## config.mk

```make
export PLATFORM = sky130hd
export DESIGN_NAME = shiftregister_universal
export DESIGN_NICKNAME = d
export VERILOG_FILES = /design/src/rtl/shiftregister_universal.sv
export SDC_FILE = /design/constraint.sdc
export NUM_CORES = 1
export LEC_CHECK = 0
export ABC_AREA = 0
export CAP_MARGIN = 20
export CORE_MARGIN = 2
export CORE_UTILIZATION = 25
export CTS_BUF_LIST = sky130_fd_sc_hd__clkbuf_8
export CTS_CLUSTER_DIAMETER = 40
export DETAILED_ROUTE_END_ITERATION = 6
export GPL_TIMING_DRIVEN = 1
export SYNTH_ARGS = -nofsm -noshare
export SYNTH_HDL_FRONTEND = slang
export SYNTH_SLANG_ARGS = --single-unit
```

## constraint.sdc

```tcl
create_clock -name clockpulse -period 1.5 [get_ports clockpulse]
set_clock_uncertainty 0.05 [all_clocks]
set_input_delay 0.3 -clock clockpulse [delete_from_list [all_inputs] [get_ports clockpulse]]
set_output_delay 0.3 -clock clockpulse [all_outputs]
set_load 0.02 [all_outputs]
```

## src/rtl/shiftregister_universal.sv

```systemverilog
// Parametrised universal shift register: hold/shift/load/clear/rotate plus counted bursts
// with busy/done handshake. Define ROTATOR_MODES_EN to enable the rotate modes 101/110.
module shiftregister_universal #(
    parameter  int WIDTH = 5,
    localparam int CW    = $clog2(WIDTH + 1)
) (
    input  logic             clockpulse,
    input  logic             clear,
    input  logic [2:0]       mode,
    input  logic             start,
    input  logic [CW-1:0]    count,
    input  logic             serialInputRight,
    input  logic             serialInputLeft,
    input  logic [WIDTH-1:0] preset,
    output logic [WIDTH-1:0] out,
    output logic [WIDTH-1:0] notout,
    output logic             serialOutRight,
    output logic             serialOutLeft,
    output logic             busy,
    output logic             done
);

    typedef enum logic {
        IDLE  = 1'b0,
        BURST = 1'b1
    } state_t;

    state_t           state_q, state_d;
    logic [WIDTH-1:0] out_q, out_d;
    logic [2:0]       burst_mode_q, burst_mode_d;
    logic [CW-1:0]    remaining_q, remaining_d;
    logic             busy_q, busy_d;
    logic             done_q, done_d;

    // Only shift-type modes can be run as a counted burst.
    function automatic logic is_shift_mode(input logic [2:0] m);
`ifdef ROTATOR_MODES_EN
        return (m == 3'b001) || (m == 3'b010) || (m == 3'b101) || (m == 3'b110);
`else
        return (m == 3'b001) || (m == 3'b010);
`endif
    endfunction

    function automatic logic [WIDTH-1:0] next_out(
        input logic [2:0]       m,
        input logic [WIDTH-1:0] cur,
        input logic             sin_r,
        input logic             sin_l,
        input logic [WIDTH-1:0] load_v
    );
        case (m)
            3'b001:  return {cur[WIDTH-2:0], sin_r};
            3'b010:  return {sin_l, cur[WIDTH-1:1]};
            3'b011:  return load_v;
            3'b100:  return '0;
`ifdef ROTATOR_MODES_EN
            3'b101:  return {cur[WIDTH-2:0], cur[WIDTH-1]};
            3'b110:  return {cur[0], cur[WIDTH-1:1]};
`endif
            default: return cur;
        endcase
    endfunction

    always_comb begin
        state_d      = state_q;
        out_d        = out_q;
        burst_mode_d = burst_mode_q;
        remaining_d  = remaining_q;
        busy_d       = busy_q;
        done_d       = 1'b0;
        case (state_q)
            IDLE: begin
                if (start && is_shift_mode(mode)) begin
                    // A zero-length burst completes immediately with a done pulse.
                    if (count != '0) begin
                        burst_mode_d = mode;
                        remaining_d  = count;
                        busy_d       = 1'b1;
                        state_d      = BURST;
                    end else begin
                        done_d = 1'b1;
                    end
                end else begin
                    out_d = next_out(mode, out_q, serialInputRight, serialInputLeft, preset);
                end
            end
            BURST: begin
                out_d       = next_out(burst_mode_q, out_q, serialInputRight, serialInputLeft, preset);
                remaining_d = remaining_q - 1'b1;
                if (remaining_q == CW'(1)) begin
                    busy_d  = 1'b0;
                    done_d  = 1'b1;
                    state_d = IDLE;
                end
            end
            default: state_d = IDLE;
        endcase
    end

    always_ff @(posedge clockpulse or negedge clear) begin
        if (!clear) begin
            state_q      <= IDLE;
            out_q        <= '0;
            burst_mode_q <= 3'b000;
            remaining_q  <= '0;
            busy_q       <= 1'b0;
            done_q       <= 1'b0;
        end else begin
            state_q      <= state_d;
            out_q        <= out_d;
            burst_mode_q <= burst_mode_d;
            remaining_q  <= remaining_d;
            busy_q       <= busy_d;
            done_q       <= done_d;
        end
    end

    assign out            = out_q;
    assign notout         = ~out_q;
    assign serialOutRight = out_q[WIDTH-1];
    assign serialOutLeft  = out_q[0];
    assign busy           = busy_q;
    assign done           = done_q;

endmodule

```

### After elaboration in Yosys (flattened, before gate mapping)

Cells that the tools add are included.

* register bits after elaboration: 14
* input port bits: 16
* output and inout bits: 14

* add/subtract/negate cells: 1
* eq/ne operators: 15
* mux-type cells: 19
* bitwise logic cells: 2
* reductions and logical operators: 7

Operators with widths (count)
* $pmux W5 S4: 2
* $eq A3 B2 Y1 const B: 4
* $pmux W5 S2: 1
* $eq A3 B1 Y1 const B: 3
* $mux W1: 9
* $reduce_and A3 Y1: 3
* $eq A3 B3 Y1 const B: 2
* $mux W3: 2
* $ne A2 B2 Y1 const B: 3
* $pmux W1 S2: 3
* $pmux W3 S2: 1
* $mux W5: 1
* $ne A5 B1 Y1 const B: 1
* $ne A5 B3 Y1 const B: 1
* $not A5 Y5: 1
* $reduce_bool A3 Y1: 1
* $sub A3 B1 Y3 const B: 1
* $ne A2 B1 Y1 const B: 1
* $reduce_and A2 Y1: 1
* $logic_and A1 B1 Y1: 1
* $logic_or A1 B1 Y1: 1
* $not A1 Y1: 1

### Logic depth before layout (Yosys ltp)

Gate-level depths: netlist of the first run.

* depth in word-level cells: 5
* mapped depth: 6

### Worst setup path before layout of the first run

Ideal clock, no wire load.

* path kind: reg-to-reg
* from: register burst_mode_q[0]
* to: register out_q[4], in the netlist out[4]
* setup time: 0.125 ns
* data arrival time: 1.360 ns
* slack: -0.035 ns
* stages on the path, launching flop included: 6
* path buffers: 1
* clock period less this slack: 1.535 ns
* cells stage by stage: dfrtp_1 > buf_6 > or3_1 > nand3_2 > o31ai_4 > mux2_4

* word-level cells in the longest chain between the ends: 3
* elaborated cells on any way between the ends: 8
* classes of those cells: eq/ne (5); mux (2); reduce/logical (1)

Ends and longest elaborated chain
* from (decl): RTL line 30 `logic [2:0] burst_mode_q, burst_mode_d;`
* from (signal assigned): RTL line 111 `burst_mode_q <= burst_mode_d;`
* $eq A3 B3 Y1 (tied with other cells): RTL line 51 `case (m)`
* $pmux W5 S4 or $ne A5 B1 Y1 (tied branches)
* $pmux W5 S2 or $reduce_and A3 Y1 (tied branches)
* to (signal assigned): RTL line 110 `out_q <= out_d;`
* to (decl): RTL line 29 `logic [WIDTH-1:0] out_q, out_d;`

Parallel ways exist; a longest one is shown, timed or not.
A chain may end at the register's enable or synchronous reset.

### Final worst setup path of the first run

* from: register burst_mode_q[2]
* to: register out_q[0], in the netlist out[0]

Same word-level chain as after synthesis.

==> results of run 1 <==
placed cells by master, fill, tap and decap left out, drive strengths merged, types with 2 or more instances in the layout:
master         Yosys  final
ha                 2      2
mux2              15     15
clkdlybuf4s50      0      8
inv                9      9
nand2              3      3
o31ai              2      2
o22ai              5      5
clkbuf             2      6
o21ai              5      5
nor2b              5      5
dfrtp             14     14
buf                6     24
nand3              2      2
a21oi              4      4
a211oi             2      2
mux2i             10     10
or3                2      2
nand2b             2      2
nor2               2      2
dlygate4sd2        0     18
metal layers:
metal | part of all wire [%] | vias to the layer above | wire (um)
met5 | 0 | - | 0
met4 | 1.2 | 0 | 33
met3 | 2.9 | 2 | 81
met2 | 53 | 18 | 1500
met1 | 43 | 468 | 1220
li1 | - | 463 | -
kinds of logic after synthesis:
kind of cell | count (synthesis)
compound gates | 23
xor+xnor | 1
fa+ha+maj | 2
buf+inv | 17
flops | 14
mux | 25
simple gates | 22
state kept, by name, indices dropped and copies added (netlist names):
register      flops
done              1
remaining_q       3
burst_mode_q      3
state_q           1
out               5
busy              1
repair_timing:
action	in CTS	in global routing
pin swaps	4	3
hold buffers	0	0
buffers inserted	5	1
setup endpoints to repair	28	10
gates resized for setup	27	14
power by group:
group	internal [mW]	switching [mW]
Clock	0.178	0.133
Sequential	0.554	0.227
Combinational	1.00	0.810
Total	1.73	1.17
path summary, 6_finish.rpt:
check | endpoint | from | slack (ns) | cells past startpoint
worst min register to register | busy | busy | 0.44 | 1
worst max register to register | out[0] | burst_mode_q[2] | -0.08 | 5
worst min-delay path | out[3] | clear | 0.32 | 2
min in group clockpulse | burst_mode_q[0] | mode[1] | 0.35 | 2
max in group asynchronous | burst_mode_q[1] | clear | 0.89 | 2
worst max-delay path | out[0] | burst_mode_q[2] | -0.08 | 5
metrics by stage:
step | power, mW | cell area (um2) | TNS [ns] | hold WS (ns)
2_1_floorplan | 1.87 | 1080 | 0 | -0.0456
3_3_place_gp | 2.51 | 1510 | -6.07 | 0.427
3_5_place_dp | 2.57 | 1510 | -6.56 | 0.437
4_1_cts | 2.86 | 1580 | -0.318 | 0.339
5_1_grt | 3.11 | 1600 | -0.577 | 0.348
6_report | 2.90 | 1600 | -0.393 | 0.321
cell type report:
cell class / instances / area share [%]
sequential: 14 / 22.0
timing repair buffer: 53 / 28.0
multi-input combinational: 73 / 41.4
tap: 50 / 3.91
clock buffer: 3 / 2.58
inverter: 9 / 2.11
worst reg2reg max path, stage by stage (launching register included):
cell,delay [ns]
dfrtp_1,0.41
or3_1,0.40
nand3_2,0.11
o31ai_4,0.08
buf_6,0.14
mux2_4,0.29
==> flow_summary.toml, run 1 <==
[synthesis]
syn_area_mm2 = 0.00108
synth-seq-area-share_pct = 32.4
synth_common_cells = "14 x dfrtp_1, 10 x mux2i_1, 9 x inv_1, 9 x mux2_2, 6 x mux2_4"
synth_cell_types = 37
synth_top_cell_by_area = "dfrtp_1"
synth_top_flop_cell = "dfrtp_1"
yosys_warnings = 0
synth_nets = 122
synth_compound_gate_area_share_pct = 15.2
yosysMostFrequentCell = "dfrtp_1"
ys_top_cells_by_area = "dfrtp_1 32%, mux2_2 9.4%, mux2i_1 9.3%"
synth_area_per_cell_um2 = 10.4
synth_top_family_by_area = "multiplexers"
muxShareOfSynthArea_pct = 27.0
synth_cells = 104
synthArstFlopShare_pct = 100
ys_ff_latch = 14
yosysTopAreaCellShare_pct = 32.4
synthXorXnorAreaFrac_pct = 0.810
synth_fa_ha_area_share_pct = 2.31
synth_edf_count = 0
synthSimpleGateAreaFrac_pct = 13.5

[sta]
final_max_slew_viol_count = 0
timing.final.crit_period_ns = 1.58
period_share_pct = 106
setup_ws_ns = -0.0848
rsz0062_at_grt = "true"
finalSetupViolations = 5
fmax_ghz = 0.631
tightestPinTransition_ns = 0.310
hold_violations = 0
slew_headroom_pct = 79.4

[placed_design]
place_congestion = 0.784
place_ws_ns = -0.590
placed_cells = 193
place_hpwl_um = 2110
portBuffers = 29

[drt]
vias = 951
detail_route.iter0.violations = 25
routed_wl_um = 2830
wire_per_inst_um = 14.0
viasPerCell = 4.71
ant_nets = 0
drc = 0
first_pass_iters = 4

[power_and_ir_drop]
power.density_mw_per_mm2 = 1810
max-vdd-ir-drop_uv = 694
p_leak_nw = 0.748

[global_route]
grtUsageMet3_pct = 1.60
grt_usage_pct = 12.9
grt_overflow_total = 0
grt_most_used_layer = "met2"
antenna_found_initial = 0
grt_max_degree = 15
grt_pass1_wl_um = 5000
use_met2_pct = 23.5
grt_util_met1_pct = 15.0
grt_pass1_vias = 1040

[setup_path]
worst_path_max_delay_cell = "dfrtp_1"
worstPathRequired_ns = 1.58
path_max_fanout = 4
critPathArrivalTime_ns = 1.67
start_kind = "register"
crit_family = "simple AND/OR/NAND/NOR gates"
critPathMaxStageDelay_ns = 0.41
path_cells = "or3_1, nand3_2, o31ai_4, buf_6, mux2_4"
end_kind = "register"
critPathBufInv = 1
path_class = "register to register"

[flow_run]
maxCapViolations = 0

[cells_and_area]
fin_util_pct = 39.2
seq_area_um2 = 353
multi_input_area_um2 = 662
diodes = 0
fill_cells = 433
fin_cells = 202
syn_to_final_growth_pct = 48.0
final_nets = 172
drive_above_1_share_pct = 37.5

[floorplanning]
core_mm2 = 0.00409
num_rows = 23
die_x_um = 69.8
die_y_um = 69.8
start_util_pct = 26.5
ioPinCount = 30
dieArea_mm2 = 0.00487

[clock_tree]
cts_max_path_buffers = 2
clk_latency_ns = 0.24
cts_tree = "done"
cts_sinks = 14
htreeDepth = 1
root_buffer = "clkbuf_8"
clk_pin_slew_worst_paths_ns = 0.06
cts_made_buffers = 3

[status]
violations = "negative setup slack"
outcome = "finished, violations left"

[hold_path]
hold_class = "primary input to asynchronous set/reset pin"
Note: power is estimated with default switching activity, not from simulation.
==> run 2: changes to the inputs <==
--- a/config.mk
+++ b/config.mk
@@ -13,6 +13,8 @@
 export CTS_CLUSTER_DIAMETER = 40
 export DETAILED_ROUTE_END_ITERATION = 6
 export GPL_TIMING_DRIVEN = 1
+export SETUP_SLACK_MARGIN = 0.5
+export SKIP_CTS_REPAIR_TIMING = 1
 export SYNTH_ARGS = -nofsm -noshare
 export SYNTH_HDL_FRONTEND = slang
 export SYNTH_SLANG_ARGS = --single-unit
==> flow_summary.toml, run 2 (synthesized netlist as in run 1, its figures left out) <==
[setup_path]
crit_path_end = "out[0]"
end_kind = "register"
critPathArrivalTime_ns = 1.64
reg2reg_slack_ns = -0.06
path_class = "register to register"
critPathMaxStageDelay_ns = 0.41
worstPathRequired_ns = 1.58
path_cells = "or3_1, nand3_2, o31ai_4, buf_6, mux2_4"
r2r_cells = 5
start_kind = "register"
startpoint = "burst_mode_q[1]"
reg2reg_from = "burst_mode_q[1]"
worst_path_max_delay_cell = "dfrtp_1"
r2r_end = "out[0]"
path_max_fanout = 5

[placed_design]
placed_cells = 199
place_area_mm2 = 0.00158
place_hpwl_um = 2030
portBuffers = 29
place_ws_ns = -0.496
place_congestion = 0.736

[drt]
wire_per_inst_um = 13.3
detail_route.iter0.violations = 20
routed_wl_um = 2780
first_pass_iters = 4
vias = 969
viasPerCell = 4.64
ant_nets = 0
drc = 0

[cells_and_area]
diodes = 0
fin_util_pct = 43.3
final_nets = 178
stdcell_area_mm2 = 0.00177
drive_above_1_share_pct = 57.2
syn_to_final_growth_pct = 63.5
mostFrequentLayoutCell = "buf_6"
fin_cells = 209
largest_reg_flops = 5
final_cell_mix = "20 x buf_6, 19 x buf_4, 11 x dfrtp_1"

[clock_tree]
clk_latency_ns = 0.24
cts_sinks = 14
htreeDepth = 1
root_buffer = "clkbuf_8"
cts_max_path_buffers = 2
cts_tree = "done"
cts_made_buffers = 3
clk_pin_slew_worst_paths_ns = 0.07

[floorplanning]
ioPinCount = 30
start_util_pct = 26.5
num_rows = 23
die_y_um = 69.8
dieArea_mm2 = 0.00487
die_x_um = 69.8
core_mm2 = 0.00409

[status]
outcome = "finished, violations left"
violations = "negative setup slack"

[global_route]
grt_pass1_wl_um = 4440
antenna_found_initial = 0
grt_overflow_total = 0
grt_max_degree = 15
grt_pass1_vias = 969
grt_usage_pct = 11.0

[sta]
hold_violations = 0
finalSetupViolations = 5
tightestPinTransition_ns = 0.267
fmax_ghz = 0.641
final_max_slew_viol_count = 0
setup_tns_ns = -0.291
timing.final.crit_period_ns = 1.56
whs_ns = 0.319
setup_ws_ns = -0.0612
period_share_pct = 104
slew_headroom_pct = 82.2
rsz0062_at_grt = "true"

[flow_run]
maxCapViolations = 0

[hold_path]
hold_class = "primary input to asynchronous set/reset pin"

[power_and_ir_drop]
p_leak_nw = 0.827
power.total_mw = 3.24
max-vdd-ir-drop_uv = 773
power.density_mw_per_mm2 = 1830
## run 2: cell count changes in the layout (fill, tap and decap cells not counted), moves of 4 or more
cell	delta
dlygate4sd2_1	-18
buf_6	+16
clkbuf_2	+5
inv_1	-4
inv_2	+4
## run 2: per-layer routing
metal / global-route usage [%] / up-vias / share of wire (%)
li1: - / 477 / -
met1: 14.1 / 467 / 46
met2: 19.5 / 19 / 49
met3: 0.581 / 6 / 2.4
met4: 3.85 / 0 / 2.4
met5: 0 / - / 0
## run 2: how the worst min path moves through the flow
stage	startpoint	endpoint	slack, ns	cells after the start
5_1_grt	clear	out[1]	0.35	2
4_1_cts	clear	remaining_q[1]	0.33	2
3_3_place_gp	busy	busy	0.43	1
3_5_place_dp	busy	busy	0.45	1
2_1_floorplan	clear	burst_mode_q[0]	-0.05	0
6_report	clear	remaining_q[1]	0.32	2
## run 2: worst max-delay path: cells and delay by family (launching register included)
family / cells / cell delay, ns
AND/OR/NAND/NOR: 2 / 0.48
buffers and inverters: 1 / 0.14
multiplexers: 1 / 0.29
flip-flops: 1 / 0.41
AO/OA/AOI/OAI: 1 / 0.07
## run 2: area by class of cell
cell class	count	area, um2
Timing Repair Buffer	59	541
Sequential cell	14	354
Multi-Input combinational cell	73	722
Fill cell	387	2320
Inverter	9	33.8
Clock buffer	4	55.1
Tap cell	50	62.6
## run 2: power by group
group	leakage, nW	internal, mW	switching (mW)
Combinational	0.630	1.18	0.873
Sequential	0.169	0.556	0.252
Clock	0.0288	0.232	0.147
Total	0.827	1.97	1.27
